## src/rtl/spi_cmd_ram.sv

```systemverilog
// spi_cmd_ram: command-decoded single-port RAM behind the SPI slave with a tx_valid/tx_ack read return.
// Define ADDR_AUTOINC_EN to post-increment wr_addr after WRITE and rd_addr after READ.
module spi_cmd_ram #(
  parameter int DATA_W    = 8,
  parameter int ADDR_W    = 8,
  parameter int MEM_DEPTH = 256
) (
  input  logic              clk,
  input  logic              rst_n,
  input  logic [DATA_W+1:0] din,
  input  logic              rx_valid,
  output logic              rx_ready,
  output logic [DATA_W-1:0] dout,
  output logic              tx_valid,
  input  logic              tx_ack,
  output logic              addr_err
);
  localparam logic [ADDR_W:0] DEPTH = (ADDR_W+1)'(MEM_DEPTH);
  logic [DATA_W-1:0] mem [MEM_DEPTH];
  logic [ADDR_W-1:0] wr_addr, rd_addr, wr_next, rd_next, addr;
  logic [DATA_W-1:0] payload;
  logic [1:0] cmd;
  logic acc, addr_ok;
  assign cmd      = din[DATA_W+1:DATA_W];
  assign payload  = din[DATA_W-1:0];
  assign addr     = payload[ADDR_W-1:0];
  assign addr_ok  = {1'b0, addr} < DEPTH;
  assign rx_ready = ~tx_valid | tx_ack;
  assign acc      = rx_valid & rx_ready;
`ifdef ADDR_AUTOINC_EN
  localparam logic [ADDR_W-1:0] LAST = ADDR_W'(MEM_DEPTH-1);
  assign wr_next = wr_addr == LAST ? '0 : wr_addr + 1'b1;
  assign rd_next = rd_addr == LAST ? '0 : rd_addr + 1'b1;
`else
  assign wr_next = wr_addr;
  assign rd_next = rd_addr;
`endif
  always_ff @(posedge clk)
    if (rst_n && acc && cmd == 2'b01) mem[wr_addr] <= payload;
  // A READ accepted alongside tx_ack overrides the clear, giving back-to-back reads.
  always_ff @(posedge clk) begin
    if (!rst_n) begin
      wr_addr  <= '0;
      rd_addr  <= '0;
      dout     <= '0;
      tx_valid <= 1'b0;
      addr_err <= 1'b0;
    end else begin
      if (tx_valid && tx_ack) tx_valid <= 1'b0;
      if (acc) begin
        if (cmd == 2'b00 || cmd == 2'b10) begin
          if (!addr_ok) addr_err <= 1'b1;
          else if (cmd == 2'b00) wr_addr <= addr;
          else rd_addr <= addr;
        end
        if (cmd == 2'b01) wr_addr <= wr_next;
        if (cmd == 2'b11) begin
          dout     <= mem[rd_addr];
          tx_valid <= 1'b1;
          rd_addr  <= rd_next;
        end
      end
    end
  end
endmodule

```

## config.mk

```make
export PLATFORM = sky130hd
export DESIGN_NAME = spi_cmd_ram
export DESIGN_NICKNAME = d
export VERILOG_FILES = /design/src/rtl/spi_cmd_ram.sv
export SDC_FILE = /design/constraint.sdc
export NUM_CORES = 2
export LEC_CHECK = 0
export CORE_MARGIN = 2
export CORE_UTILIZATION = 45
export CTS_CLUSTER_DIAMETER = 40
export CTS_CLUSTER_SIZE = 40
export DETAILED_ROUTE_END_ITERATION = 10
export GPL_ROUTABILITY_DRIVEN = 0
export PLACE_DENSITY = 0.7
export SYNTH_ARGS = -nofsm -noshare
export SYNTH_HDL_FRONTEND = slang
export SYNTH_SLANG_ARGS = --single-unit
```

## constraint.sdc

```tcl
create_clock -name clk -period 6.9 [get_ports clk]
set_input_delay 1.035 -clock clk [delete_from_list [all_inputs] [get_ports clk]]
set_output_delay 1.035 -clock clk [all_outputs]
set_load 0.005 [all_outputs]
```

; Word-level counts from Yosys, hierarchy flattened
; Memory sizes are Yosys's and may differ from the RTL's. A register that Yosys moved wholly into a read port is not among the register bits.
; Index checks and enable logic that the tools add are counted.
[totals]
reg_bits = 17
mem_bits_rw = 2048
inputBits = 14
out_inout_bits = 11
elab_cells = 27
memories = 1
[classes]
eq_ne = 3
n_mux = 5
n_bitwise = 6
reduce_logical = 9
[mem_list]
columns = memory, depth, word_bits, rd, rd_clocked_by_memory_dff, wr, line
row1 = mem, 256, 8, 1, 1, 1, 19  ; logic [DATA_W-1:0] mem [MEM_DEPTH];
[ops]
columns = cell, count
row1 = $reduce_and A4 Y1, 2
row2 = $mux W1, 5
row3 = $eq A2 B2 Y1 const B, 2
row4 = $not A1 Y1, 4
row5 = $logic_and A1 B1 Y1, 3
row6 = $eq A2 B1 Y1 const B, 1
row7 = $logic_not A2 Y1, 1
row8 = $reduce_and A2 Y1, 1
row9 = $and A1 B1 Y1, 1
row10 = $logic_not A1 Y1, 1
row11 = $logic_or A1 B1 Y1, 1
row12 = $or A1 B1 Y1, 1

; Longest topological paths before layout
[logic_depth]
ltp_word = 7
mapped_depth = 14
mapped_depth_nobuf = 8

; Worst setup path before layout
; Ideal clock, no wire load.
[synth_path]
kind = input -> register
start = in tx_ack
end = mem mem[222][0], enable pin
setup_ps = 370
arrival_time_ps = 2860
required_time_ps = 6530
slack_ps = 3670
path_stages = 8
path_buffers = 1
path_cell_list = and2b_2 -> inv_1 -> and2_1 -> nand3_1 -> nor3b_1 -> nand3_1 -> clkbuf_1 -> nor2_1
[synth_via]
elab_chain_len = 6
[synth_rtl]
columns = element, line
row1 = start: declaration, 15  ; input logic tx_ack,
row2 = $or A1 B1 Y1, 28  ; assign rx_ready = ~tx_valid | tx_ack;
row3 = named net rx_ready, 12  ; output logic rx_ready,
row4 = $and A1 B1 Y1, 29  ; assign acc = rx_valid & rx_ready;
row5 = $logic_and A1 B1 Y1 (2 in a row), 39  ; if (rst_n && acc && cmd == 2'b01) mem[wr_addr] <= payload;
row6 = $mux W1, 39
row7 = $mux W1 (not written as such), 39
row8 = end: declaration, 19
; The timed path passes the listed nets, and every way through them passes these cells.

; Worst setup path in the final report
[layout_path]
start = in rst_n
end = mem mem[206][6], enable pin
[layout_via]
elab_chain_len = 4
[layout_rtl]
columns = element, line
row1 = start: declaration, 9  ; input logic rst_n,
row2 = $logic_and A1 B1 Y1 (2 in a row), 39
row3 = $mux W1, 39
row4 = $mux W1 (not written as such), 39
; Every way passes these cells.

==> results_dict.tcl <==
set metrics [dict create \
    outcome "finished, final reports clean" \
    max_slew_headroom_at_the_worst_pin_pct 6.955 \
    post_cts.resized_instances 0 \
    power.static_leakage_nw 27.31 \
    hold_path_class "flop to flop" \
    max-clock-path-buffers 3 \
    yosys_warnings 0 \
    cts.root.buffer_cell "sky130_fd_sc_hd__clkbuf_16" \
    worst_clk_skew_ps 41.22 \
    drt_iter0_markers 6893 \
    post-cts-setup-buffer-count 0 \
    tightest_slew_ps 1393 \
    preCtsSetupSlack_ps 1749 \
    maxCapViolations 0 \
    worst-endpoint-required_ps 7360 \
    fraction_of_layout_cells_with_a_size_suffix_above_1_pct 22.68 \
    timing.final.crit_period_ps 4349 \
    routed_wl_um 213500 \
    grt_setup_unrepaired "no" \
    io_buffers 23 \
    synth.ff_latch_count 2073 \
    critPathKind "primary input to flop" \
    critPathCapture "mem[206][6]$_DFFE_PP_" \
    routed-via-count 41500 \
    cts_num_sinks 2073 \
    synth_edf_count 2048 \
    combinational_family_with_the_most_area_after_synthesis "multiplexers" \
    summed_negative_setup_slack_over_all_endpoints_ps 0 \
    r2r.worst_path.cells 8 \
    worst_path_cell_chain "clkdlybuf4s50_1 > nand3_1 > nor3b_1 > nand3_2 > nor2_1" \
    timing.critical_path.depth 5 \
    synth_cell_types 71 \
    power_density_nw_per_um2 297.4 \
    synth_area_per_cell_sq_um 20.79 \
    final-max-slew-violation-count 0 \
    chipHeight_um 427.8 \
    die_w_um 427.8 \
    flow.area_growth_from_synthesis_pct 12.83 \
    filler_cell_count 13600 \
    post_synth_and_or_nand_nor_area_fraction_pct 2.912 \
    number_of_antenna_violations_at_the_first_check_in_global_routing 14 \
    placedInstanceArea_sq_um 83440 \
    yosys_most_used_dff "sky130_fd_sc_hd__edfxtp_1" \
    fmaxAchievable_ghz 0.2300 \
    cts.reportedPaths.clkPinSlew_ps 60 \
    synth_fa_ha_area_share_pct 0.06192 \
    ys_async_sr_fraction_pct 0 \
    grt.total_usage_pct 23.18 \
    worst_setup_path_startpoint "rst_n" \
    drtPass1Iterations 6 \
    timing.critical_path.slowest_stage_cell "sky130_fd_sc_hd__clkdlybuf4s50_1" \
    post-dp-hpwl_um 129700 \
    placement_rows 155 \
    critPathLaunchType "primary input" \
    final.period_utilization_pct 63.02 \
    finalHoldWorstSlack_ps 561.5 \
    reg2reg_from "rd_addr[2]$_SDFFE_PN0P_" \
    cts_hold_repair.buffers 0 \
    fp.coreArea_sq_um 178400 \
    antenna_left 0 \
    drc 0 \
    critical_path_capture_point_type "flop" \
    worst_ir_drop_on_vdd_mv 0.2106 \
    clk_latency_ps 860 \
    tritoncts "done" \
    finish.net_count 4003 \
    cts_buffers 215 \
    synth.area.mux_share_pct 15.29 \
    grt_start_max_net_pins 167 \
    critical_path.max_fanout 21 \
    wire_length_of_the_first_global_routing_pass_um 306000 \
    fp.dieArea_sq_um 183000 \
    worst_path_buffer_plus_inverter_count 1 \
    vias_per_cell 6.353 \
    wl_per_cell_um 32.68 \
    finalWorstSetupSlack_ps 2551 \
    grt-ovfl-total 0 \
    setup_slack_of_the_most_critical_reg_to_reg_path_ps 2550 \
    post_synth_xor_area_fraction_pct 0 \
    fin_area_sq_um 91200 \
    cp_slowest_stage_delay_ps 920 \
    synth_compound_gate_area_share_pct 3.066 \
    r2r-end "dout[4]$_SDFFE_PN0P_" \
    ioPinCount 25 \
    cts-htree-levels 4 \
    syn-cell-area_sq_um 80830 \
    finalSetupViolCount 0 \
    critical_path.top_delay_family "simple AND/OR/NAND/NOR gates" \
    synthesis.instances 3887 \
    synth.net_count 3905 \
    initial_cell_density_of_the_core_pct 45.30 \
    worst_ep_arrival_time_ps 4810 \
    timing.final.hold_violations 0 \
    first_global_vias 40970 \
    synth.yosys.seq_area_share_pct 76.70 \
]
## through the flow
| step | cells | utilization (%) | power [mW] |
|---|---|---|---|
| 2_1_floorplan | 3887 | - | 14.58 |
| 3_3_place_gp | 6121 | 46.77 | 15.05 |
| 3_5_place_dp | 6122 | 46.77 | 15.06 |
| 4_1_cts | 6530 | 51.11 | 27.21 |
| 5_1_grt | 6531 | 51.11 | 27.76 |
| 6_report | 6533 | 51.12 | 27.12 |
## worst min-delay path by stage
stage                       startpoint                      end  cells past startpoint  slack (ps)
2_1_floorplan     dout[0]$_SDFFE_PN0P_     dout[0]$_SDFFE_PN0P_                      1         460
3_3_place_gp   rd_addr[7]$_SDFFE_PN0P_  rd_addr[7]$_SDFFE_PN0P_                      2         550
3_5_place_dp   rd_addr[7]$_SDFFE_PN0P_  rd_addr[7]$_SDFFE_PN0P_                      2         550
4_1_cts        rd_addr[7]$_SDFFE_PN0P_  rd_addr[7]$_SDFFE_PN0P_                      2         560
5_1_grt        rd_addr[7]$_SDFFE_PN0P_  rd_addr[7]$_SDFFE_PN0P_                      2         570
6_report       rd_addr[7]$_SDFFE_PN0P_  rd_addr[7]$_SDFFE_PN0P_                      2         560
## power by group
part,switching [mW],leakage (nW),internal (mW)
clock network,5.52,3.73,6.81
registers,0.0299,18.6,13.8
logic,0.641,4.98,0.289
total,6.19,27.3,20.9
## registers in the layout, summed over array words and instances (netlist names)
signal	flops
rd_addr	8
tx_valid	1
dout	8
wr_addr	8
mem	2048
## routing by layer
| metal | part of all wire [%] | global-route usage [%] |
|---|---|---|
| met1 | 39 | 32.84 |
| met4 | 4.4 | 9.505 |
| met5 | 0.053 | 0 |
| met2 | 45 | 34.25 |
| met3 | 12 | 6.230 |
## cells in the final DEF (no fill, tap or decap), types with 19 or more instances in the layout
| cell | instances |
|---|---|
| sky130_fd_sc_hd__a2111oi_0 | 25 |
| sky130_fd_sc_hd__a21oi_1 | 39 |
| sky130_fd_sc_hd__a22oi_1 | 23 |
| sky130_fd_sc_hd__buf_4 | 75 |
| sky130_fd_sc_hd__bufinv_16 | 19 |
| sky130_fd_sc_hd__clkbuf_16 | 218 |
| sky130_fd_sc_hd__clkinv_4 | 19 |
| sky130_fd_sc_hd__clkinv_8 | 23 |
| sky130_fd_sc_hd__clkinvlp_4 | 20 |
| sky130_fd_sc_hd__dfxtp_1 | 21 |
| sky130_fd_sc_hd__edfxtp_1 | 2048 |
| sky130_fd_sc_hd__inv_6 | 36 |
| sky130_fd_sc_hd__inv_8 | 35 |
| sky130_fd_sc_hd__mux2i_1 | 251 |
| sky130_fd_sc_hd__mux4_2 | 418 |
| sky130_fd_sc_hd__nand2_1 | 101 |
| sky130_fd_sc_hd__nand3_1 | 25 |
| sky130_fd_sc_hd__nor2_1 | 276 |
| sky130_fd_sc_hd__nor2b_1 | 28 |
| sky130_fd_sc_hd__nor3_1 | 20 |
| sky130_fd_sc_hd__o21ai_0 | 33 |
| sky130_fd_sc_hd__o221ai_1 | 41 |
| sky130_fd_sc_hd__o22ai_1 | 78 |
## Yosys cell counts, types with 7 or more instances
cell | instances | area share, %
sky130_fd_sc_hd__nor2_1 | 277 | 1.3
sky130_fd_sc_hd__o221ai_1 | 41 | 0.44
sky130_fd_sc_hd__a211oi_1 | 12 | 0.11
sky130_fd_sc_hd__nor2b_1 | 30 | 0.23
sky130_fd_sc_hd__and2_1 | 15 | 0.12
sky130_fd_sc_hd__clkbuf_1 | 90 | 0.42
sky130_fd_sc_hd__mux4_2 | 418 | 12
sky130_fd_sc_hd__buf_2 | 43 | 0.27
sky130_fd_sc_hd__a22o_1 | 10 | 0.11
sky130_fd_sc_hd__o21ai_0 | 33 | 0.20
sky130_fd_sc_hd__nand2b_1 | 7 | 0.054
sky130_fd_sc_hd__a22oi_1 | 23 | 0.21
sky130_fd_sc_hd__nand4_1 | 9 | 0.070
sky130_fd_sc_hd__edfxtp_1 | 2048 | 76
sky130_fd_sc_hd__a21oi_1 | 39 | 0.24
sky130_fd_sc_hd__mux2_2 | 7 | 0.098
sky130_fd_sc_hd__nor3_1 | 20 | 0.12
sky130_fd_sc_hd__nand3_1 | 28 | 0.17
sky130_fd_sc_hd__nor4_1 | 12 | 0.093
sky130_fd_sc_hd__buf_6 | 40 | 0.56
sky130_fd_sc_hd__a31oi_1 | 14 | 0.11
sky130_fd_sc_hd__a2111oi_0 | 30 | 0.33
sky130_fd_sc_hd__dfxtp_1 | 25 | 0.62
sky130_fd_sc_hd__buf_8 | 9 | 0.17
sky130_fd_sc_hd__a41oi_1 | 9 | 0.098
sky130_fd_sc_hd__nand2_1 | 110 | 0.51
sky130_fd_sc_hd__a32oi_1 | 15 | 0.16
sky130_fd_sc_hd__mux2i_1 | 251 | 3.1
sky130_fd_sc_hd__o22ai_1 | 78 | 0.60
sky130_fd_sc_hd__mux4_1 | 13 | 0.42
sky130_fd_sc_hd__buf_4 | 35 | 0.33
## logic make-up (layout without fill, tap and decap cells)
family          after synthesis  in the layout
other cells                   1              3
flops                      2073           2073
simple gates                536            536
mux                         690            690
buf+inv                     239            528
compound gates              344            344
fa+ha+maj                     4              4
## worst min-delay path, delay by kind of cell (launching register included)
kind / cells / cell delay [ps]
muxes: 1 / 130
DFF: 1 / 330
and+or+nand+nor: 1 / 60
## cell type report
cell class	instances	area (sq um)	area share, %
Antenna cell	2	5.005	0.005488
Inverter	6	27.53	0.03018
Clock buffer	222	5470	5.998
Clock inverter	186	2273	2.493
Tap cell	2355	2947	3.231
Multi-Input combinational cell	1575	17330	19.01
Sequential cell	2073	62010	68.00
Timing Repair Buffer	114	1129	1.237
No activity file was read; power rests on OpenSTA's default activity.
